[config.mk]
export PLATFORM = sky130hd
export DESIGN_NAME = overlay_scheduler
export DESIGN_NICKNAME = d
export VERILOG_FILES = /design/src/rtl/overlay_scheduler.sv
export SDC_FILE = /design/constraint.sdc
export NUM_CORES = 1
export LEC_CHECK = 0
export CORE_MARGIN = 2
export CORE_UTILIZATION = 45
export CTS_CLUSTER_SIZE = 25
export DETAILED_ROUTE_END_ITERATION = 10
export GPL_TIMING_DRIVEN = 0
export PLACE_DENSITY = 0.86
export RECOVER_POWER = 100
export SYNTH_ARGS = -nofsm -noshare
export SYNTH_HDL_FRONTEND = slang
export SYNTH_SLANG_ARGS = --single-unit
[constraint.sdc]
create_clock -name vga_clk -period 5.4 [get_ports vga_clk]
set_clock_uncertainty 0.05 [all_clocks]
set_input_delay 0.81 -clock vga_clk [delete_from_list [all_inputs] [get_ports vga_clk]]
set_output_delay 0.81 -clock vga_clk [all_outputs]
set_load 0.005 [all_outputs]
[src/rtl/overlay_scheduler.sv]
// Frame-synchronous scheduler for full-screen overlay cards: arm, fade in, hold, fade out.
// Define OVERLAY_SCHEDULER_FADE_EN to enable the brightness ramps; otherwise cards cut in/out.
module overlay_scheduler #(
    parameter int unsigned HOLD_FRAMES = 120,
    parameter int unsigned FADE_STEP   = 4
) (
    input  logic       vga_clk,
    input  logic       Reset,
    input  logic [9:0] DrawX,
    input  logic [9:0] DrawY,
    input  logic       req,
    input  logic [1:0] card_id,
    input  logic       abort,
    output logic       overlay_active,
    output logic [1:0] overlay_sel,
    output logic [3:0] brightness,
    output logic       busy,
    output logic       done,
    output logic       overflow
);

    typedef enum logic [2:0] {StIdle, StArm, StFadeIn, StHold, StFadeOut} state_e;

    localparam logic [9:0] HoldLast = 10'(HOLD_FRAMES - 1);

    if (HOLD_FRAMES < 1 || HOLD_FRAMES > 1023) begin : g_bad_hold_frames
        $error("HOLD_FRAMES out of range 1..1023");
    end
    if (FADE_STEP < 1 || FADE_STEP > 15) begin : g_bad_fade_step
        $error("FADE_STEP out of range 1..15");
    end

    state_e     state_q, state_d;
    logic       active_q, active_d;
    logic [1:0] sel_q, sel_d;
    logic [3:0] bright_q, bright_d;
    logic       done_q, done_d;
    logic       overflow_q, overflow_d;
    logic       pend_valid_q, pend_valid_d;
    logic [1:0] pend_id_q, pend_id_d;
    logic [9:0] hold_q, hold_d;
    logic       origin_q, tick_q;
    logic       complete, abort_ok;
`ifdef OVERLAY_SCHEDULER_FADE_EN
    localparam logic [3:0] StepLast = 4'(FADE_STEP - 1);
    logic [3:0] step_q, step_d;
`endif

    always_ff @(posedge vga_clk) begin
        if (Reset) begin
            state_q      <= StIdle;
            active_q     <= 1'b0;
            sel_q        <= 2'd0;
            bright_q     <= 4'd0;
            done_q       <= 1'b0;
            overflow_q   <= 1'b0;
            pend_valid_q <= 1'b0;
            pend_id_q    <= 2'd0;
            hold_q       <= 10'd0;
            origin_q     <= 1'b0;
            tick_q       <= 1'b0;
`ifdef OVERLAY_SCHEDULER_FADE_EN
            step_q       <= 4'd0;
`endif
        end else begin
            state_q      <= state_d;
            active_q     <= active_d;
            sel_q        <= sel_d;
            bright_q     <= bright_d;
            done_q       <= done_d;
            overflow_q   <= overflow_d;
            pend_valid_q <= pend_valid_d;
            pend_id_q    <= pend_id_d;
            hold_q       <= hold_d;
            // One tick per run of the 0,0 position, however long it is held.
            origin_q     <= (DrawX == 10'd0) && (DrawY == 10'd0);
            tick_q       <= (DrawX == 10'd0) && (DrawY == 10'd0) && !origin_q;
`ifdef OVERLAY_SCHEDULER_FADE_EN
            step_q       <= step_d;
`endif
        end
    end

    always_comb begin
        state_d      = state_q;
        active_d     = active_q;
        sel_d        = sel_q;
        bright_d     = bright_q;
        done_d       = 1'b0;
        overflow_d   = overflow_q;
        pend_valid_d = pend_valid_q;
        pend_id_d    = pend_id_q;
        hold_d       = hold_q;
        complete     = 1'b0;
        abort_ok     = 1'b0;
`ifdef OVERLAY_SCHEDULER_FADE_EN
        step_d       = step_q;
`endif

        unique case (state_q)
            StIdle: begin
                if (req) begin
                    sel_d   = card_id;
                    state_d = StArm;
                end
            end
            StArm: begin
                if (abort) begin
                    abort_ok = 1'b1;
                    state_d  = StIdle;
                end else if (tick_q) begin
                    active_d = 1'b1;
`ifdef OVERLAY_SCHEDULER_FADE_EN
                    bright_d = 4'd0;
                    state_d  = StFadeIn;
`else
                    bright_d = 4'd15;
                    state_d  = StHold;
`endif
                end
            end
`ifdef OVERLAY_SCHEDULER_FADE_EN
            StFadeIn: begin
                if (abort) begin
                    abort_ok = 1'b1;
                    state_d  = StFadeOut;
                end else if (tick_q) begin
                    if (step_q == StepLast) begin
                        step_d   = 4'd0;
                        bright_d = bright_q + 4'd1;
                        if (bright_q == 4'd14) state_d = StHold;
                    end else begin
                        step_d = step_q + 4'd1;
                    end
                end
            end
`endif
            StHold: begin
                if (abort || (tick_q && hold_q == HoldLast)) begin
                    abort_ok = abort;
`ifdef OVERLAY_SCHEDULER_FADE_EN
                    state_d  = StFadeOut;
`else
                    complete = 1'b1;
`endif
                end else if (tick_q) begin
                    hold_d = hold_q + 10'd1;
                end
            end
`ifdef OVERLAY_SCHEDULER_FADE_EN
            StFadeOut: begin
                if (tick_q) begin
                    if (step_q == StepLast) begin
                        step_d = 4'd0;
                        if (bright_q <= 4'd1) complete = 1'b1;
                        else bright_d = bright_q - 4'd1;
                    end else begin
                        step_d = step_q + 4'd1;
                    end
                end
            end
`endif
            default: state_d = StIdle;
        endcase

        if (abort_ok) pend_valid_d = 1'b0;

        if (complete) begin
            active_d = 1'b0;
            bright_d = 4'd0;
            done_d   = 1'b1;
            if (pend_valid_d) begin
                sel_d        = pend_id_q;
                pend_valid_d = 1'b0;
                state_d      = StArm;
            end else begin
                state_d = StIdle;
            end
        end

        // A busy-time request landing on the completion edge starts directly instead of
        // being parked in a slot that IDLE would never drain.
        if (state_q != StIdle && req && !abort) begin
            if (state_d == StIdle) begin
                sel_d   = card_id;
                state_d = StArm;
            end else if (!pend_valid_d) begin
                pend_valid_d = 1'b1;
                pend_id_d    = card_id;
            end else begin
                overflow_d = 1'b1;
            end
        end

        if (state_d != state_q) begin
            hold_d = 10'd0;
`ifdef OVERLAY_SCHEDULER_FADE_EN
            step_d = 4'd0;
`endif
        end
    end

    assign overlay_active = active_q;
    assign overlay_sel    = sel_q;
    assign brightness     = bright_q;
    assign busy           = (state_q != StIdle);
    assign done           = done_q;
    assign overflow       = overflow_q;

endmodule

---- After elaboration in Yosys (flattened, before gate mapping) ----
Index checks and enable logic that the tools add are counted.
operators by class
  add/subtract/negate cells ............... 1
  equality and inequality tests ........... 4
  mux-type cells .......................... 24
  bitwise gates (word level) .............. 4
  reduce and logical (&&, ||, !) cells .... 19
operators with widths
  kind                     count
  $logic_not A10 Y1        2
  $mux W3                  6
  $mux W2                  6
  $reduce_and A3 Y1        4
  $add A10 B1 Y10 const B  1
  $eq A10 B7 Y1 const B    1
  $mux W1                  10
  $pmux W3 S3              1
  $logic_not A3 Y1         2
  $logic_and A1 B1 Y1      5
  $not A1 Y1               4
  $reduce_or A2 Y1         2
  $eq A3 B1 Y1 const B     1
  $eq A3 B2 Y1 const B     1
  $ne A3 B3 Y1             1
  $reduce_bool A3 Y1       1
  $logic_not A1 Y1         2
  $pmux W1 S2              1
  $logic_or A1 B1 Y1       1
word-level totals
  register bits after elaboration ......... 24
  bits of input ports ..................... 26
  output and inout port bits .............. 10
  logic and storage cells ................. 63

---- Logic depth before layout (Yosys ltp) ----
  depth in word-level cells ............... 13
  depth in mapped cells ................... 8

---- Worst setup path after synthesis ----
Ideal clock, no wire load.
  path type ............................... reg-to-reg
  start ................................... reg hold_q[0]
  end ..................................... reg sel_q[0] (netlist: overlay_sel[0])
  setup time .............................. 0.125 ns
  data arrival time ....................... 1.816 ns
  path slack .............................. 3.409 ns
  cell stages (with the launch flop) ...... 8
  clock period less this slack ............ 1.991 ns
  path through ............................ dfxtp_1 > ha_1 > and4_4 > nand4_2 > nor4_4 > mux2_2 > mux2i_1 > nor2_1
on the way
  cells in the longest elaborated chain, start to end .. 11
RTL lines
  element                   line  source
  start: declaration        41    logic [9:0] hold_q, hold_d;
  start signal: assignment  74    hold_q <= hold_d;
  $eq A10 B7 Y1 (*)         139   if (abort || (tick_q && hold_q == HoldLast)) begin
  $logic_and A1 B1 Y1 (*)   139
  $logic_or A1 B1 Y1 (*)    139
  $mux W1                   139
  $pmux W1 S2               100   unique case (state_q)
  $mux W1                   166   if (abort_ok) pend_valid_d = 1'b0;
  $mux W1                   172   if (pend_valid_d) begin
  $mux W3                   168   if (complete) begin
  $logic_not A3 Y1          184   if (state_d == StIdle) begin
  $mux W2                   184
  $mux W2 (*)               183   if (state_q != StIdle && req && !abort) begin
  end signal: assignment    68    sel_q <= sel_d;
  end: declaration          35    logic [1:0] sel_q, sel_d;
Mark *: on every way between the ends. The rest lies on a longest branch, timed or not.
A chain may end at the register's enable or synchronous reset.

---- Worst setup path after layout ----
  start ................................... in abort
  end ..................................... reg hold_q[0]
on the way
  cells in the longest elaborated chain, start to end .. 11
RTL lines
  element                            line  source
  start: declaration                 13    input logic abort,
  $logic_or A1 B1 Y1                 139
  $mux W1                            139
  $pmux W1 S2                        100
  $mux W1                            166
  $mux W1                            172
  $mux W3                            168
  $logic_not A3 Y1                   184
  $mux W3                            184
  $mux W3                            183
  $ne A3 B3 Y1                       195   if (state_d != state_q) begin
  $reduce_or A2 Y1 (no source line)  --
Several ways; a longest one is shown, not always the timed one.

==> impl_metrics.env <==
export IMPL_die_w_um=56.0
export IMPL_place_area_sq_um=1610
export IMPL_final_common_cell="clkdlybuf4s50_1"
export IMPL_numPortBuffers=35
export IMPL_power_leakage_uw=0.000618
export IMPL_fmax_mhz=320
export IMPL_synth_simple_area_share=0.340
export IMPL_layout_common_cells="27 x clkdlybuf4s50_1, 23 x dfxtp_1, 22 x nor2_1"
export IMPL_hold_buffers=0
export IMPL_synthMuxAreaShare=0.0781
export IMPL_rsz0062_at_grt="no"
export IMPL_stdcell_count=203
export IMPL_clock_sinks=23
export IMPL_synth_xor_xnor_area_share=0.0576
export IMPL_clk_path_buf_depth=2
export IMPL_synth_area_sq_um=1220
export IMPL_syn_instance_count=134
export IMPL_grt_overflow=0
export IMPL_start_kind="primary input"
export IMPL_initial_core_util=0.483
export IMPL_rrSetupSlack_ns=2.69
export IMPL_vias_per_cell=5.53
export IMPL_cts_root_buf="clkbuf_4"
export IMPL_antenna_left=0
export IMPL_synth_top_family_by_area="simple AND/OR/NAND/NOR gates"
export IMPL_io_pin_count=36
export IMPL_end_kind="flip-flop"
export IMPL_finalSetupTns_ns=0
export IMPL_seq_area_frac_synth=0.378
export IMPL_yosys_warnings=0
export IMPL_critPathMaxFanout=9
export IMPL_critical_path_endpoint="hold_q[0]"
export IMPL_num_antenna_cells=0
export IMPL_cp_arrival_ns=3.25
export IMPL_syn_to_final_growth_pct=32.9
export IMPL_wl_um=2770
export IMPL_coreArea_sq_um=2520
export IMPL_grt_usage=0.186
export IMPL_insertion_delay_ns=0.32
export IMPL_r2r_end="hold_q[0]"
export IMPL_antenna_found_initial=0
export IMPL_routedWlPerCell_um=13.6
export IMPL_postCtsSetupBuffers=0
export IMPL_hpwl_um=2240
export IMPL_synth_seq_cells=23
export IMPL_synth_adder_area_share=0.0103
export IMPL_required_ns=5.52
export IMPL_max_slew_margin=0.322
export IMPL_dieArea_sq_um=3140
export IMPL_outcome="complete, no violations"
export IMPL_fin_crit_sh=0.579
export IMPL_first_global_vias=1147
export IMPL_row_count=18
export IMPL_die_h_um=56.0
export IMPL_h_tree_depth=1
export IMPL_dp_cells=199
export IMPL_first_pass_iters=4
export IMPL_drtIter0Drc=24
export IMPL_ir_worst_vdd_v=0.000184
export IMPL_fin_crit_ns=3.13
export IMPL_min_delay_path_class="flip-flop to flip-flop"
export IMPL_gp_congestion=0.812
export IMPL_rr_worst_depth=7
export IMPL_setup_viol=0
export IMPL_maxCapViolations=0
export IMPL_layout_drive_gt1_share=0.127
export IMPL_hold_violations=0
export IMPL_tightest_slew_ns=1.01
export IMPL_r2r_start="hold_q[0]"
export IMPL_clk_pin_slew_ns=0.11
export IMPL_syn_nets=161
export IMPL_final_nets=201
export IMPL_cts_resized=0
export IMPL_final_design_area_no_fill_sq_um=1620
export IMPL_vias=1123
export IMPL_synth_compound_area_share=0.0791
export IMPL_crit_type="primary input to flip-flop"
export IMPL_avgSynthCellArea_sq_um=9.09
export IMPL_startpoint="abort"
export IMPL_p_per_area_nw_per_um2=182
export IMPL_report_final_slew_viol_count=0
export IMPL_grt_pass1_wl_um=4620
export IMPL_grt_start_max_net_pins=13
export IMPL_ys_types=41
export IMPL_cts_tree="yes"
export IMPL_cts_buffers=3
export IMPL_drc=0
where the power goes:
| part | internal, uW | switching (uW) | leakage, uW | total (uW) |
|---|---|---|---|---|
| clock | 28.9 | 49.7 | 0.0000150 | 78.6 |
| sequential | 172 | 1.52 | 0.000186 | 173 |
| combinational | 26.5 | 16.0 | 0.000417 | 42.5 |
flip-flops by register name, summed over array words and instances (netlist names):
name and cells:
pend_valid_q 1, hold_q 10, state_q 3, done 1
brightness 1, pend_id_q 2, overflow 1, origin_q 1
overlay_sel 2, tick_q 1
cell type report:
cell class                 instances  area, sq um
multi-input combinational        100          678
clock buffer                       4         26.3
buffer                             7         50.0
inverter                           4         15.0
timing repair buffer              35          350
sequential                        23          460
tap                               30         37.5
fill                             217          905
layer usage:
metal  vias up  track usage  share of wire
met5         -            0              0
met4         0       0.0748          0.013
met1       532        0.181           0.40
met2        35        0.356           0.52
met3         4       0.0605          0.059
li1        552            -              -
logic make-up after synthesis:
kind of cell             Yosys count
other                              1
flip-flops                        23
AND/OR/NAND/NOR                   67
XOR/XNOR                           8
buffers and inverters             11
multiplexers                       9
AO/OA/AOI/OAI                     14
adder cells (fa/ha/maj)            1
per-stage QoR:
stage               utilization  setup WS, ns  total power, uW  hold WS (ns)
finish                    0.641          2.27              295         0.348
CTS                       0.647          2.89              300         0.349
floorplan                     -          3.41              195         0.317
global placement          0.636          2.64              220         0.324
detailed placement        0.636          2.59              222         0.332
global route              0.641          2.07              309         0.363
worst min path at each step:
stage / start / end / slack, ns / cells past startpoint
final: origin_q / tick_q / 0.35 / 1
after CTS: origin_q / tick_q / 0.35 / 1
after detailed placement: origin_q / tick_q / 0.33 / 1
after global placement: origin_q / tick_q / 0.32 / 1
after global routing: origin_q / tick_q / 0.36 / 1
after floorplan: origin_q / tick_q / 0.32 / 1
Yosys cell counts, drive strengths merged:
| master | instances | area share |
|---|---|---|
| dfxtp | 23 | 0.38 |
| nor2 | 22 | 0.068 |
| xor2 | 7 | 0.050 |
| nor4 | 6 | 0.043 |
| buf | 5 | 0.031 |
| mux2i | 5 | 0.041 |
| nand2 | 5 | 0.015 |
| nand4 | 5 | 0.031 |
| nor2b | 5 | 0.026 |
| nor3 | 5 | 0.025 |
| nor3b | 5 | 0.044 |
| a21oi | 4 | 0.016 |
| inv | 4 | 0.012 |
| mux2 | 4 | 0.037 |
| a31oi | 3 | 0.015 |
| and3 | 3 | 0.017 |
| and4 | 3 | 0.026 |
| o21ai | 3 | 0.015 |
| and2 | 2 | 0.010 |
| and3b | 2 | 0.015 |
| nand3 | 2 | 0.0082 |
| o31a | 2 | 0.014 |
| a211oi | 1 | 0.010 |
| a2bb2oi | 1 | 0.0072 |
| clkbuf | 1 | 0.0031 |
| conb | 1 | 0.0031 |
| dlygate4sd1 | 1 | 0.0072 |
| ha | 1 | 0.010 |
| nand2b | 1 | 0.0051 |
| or4 | 1 | 0.0062 |
| xnor2 | 1 | 0.0072 |
critical path: stages:
cell,delay [ns]
dlygate4sd3_1,0.68
nor2b_1,0.24
a21oi_1,0.07
a211oi_1,0.43
nor4_1,0.09
o21ai_0,0.80
nor2_1,0.11
No activity file was read; power rests on OpenSTA's default activity.
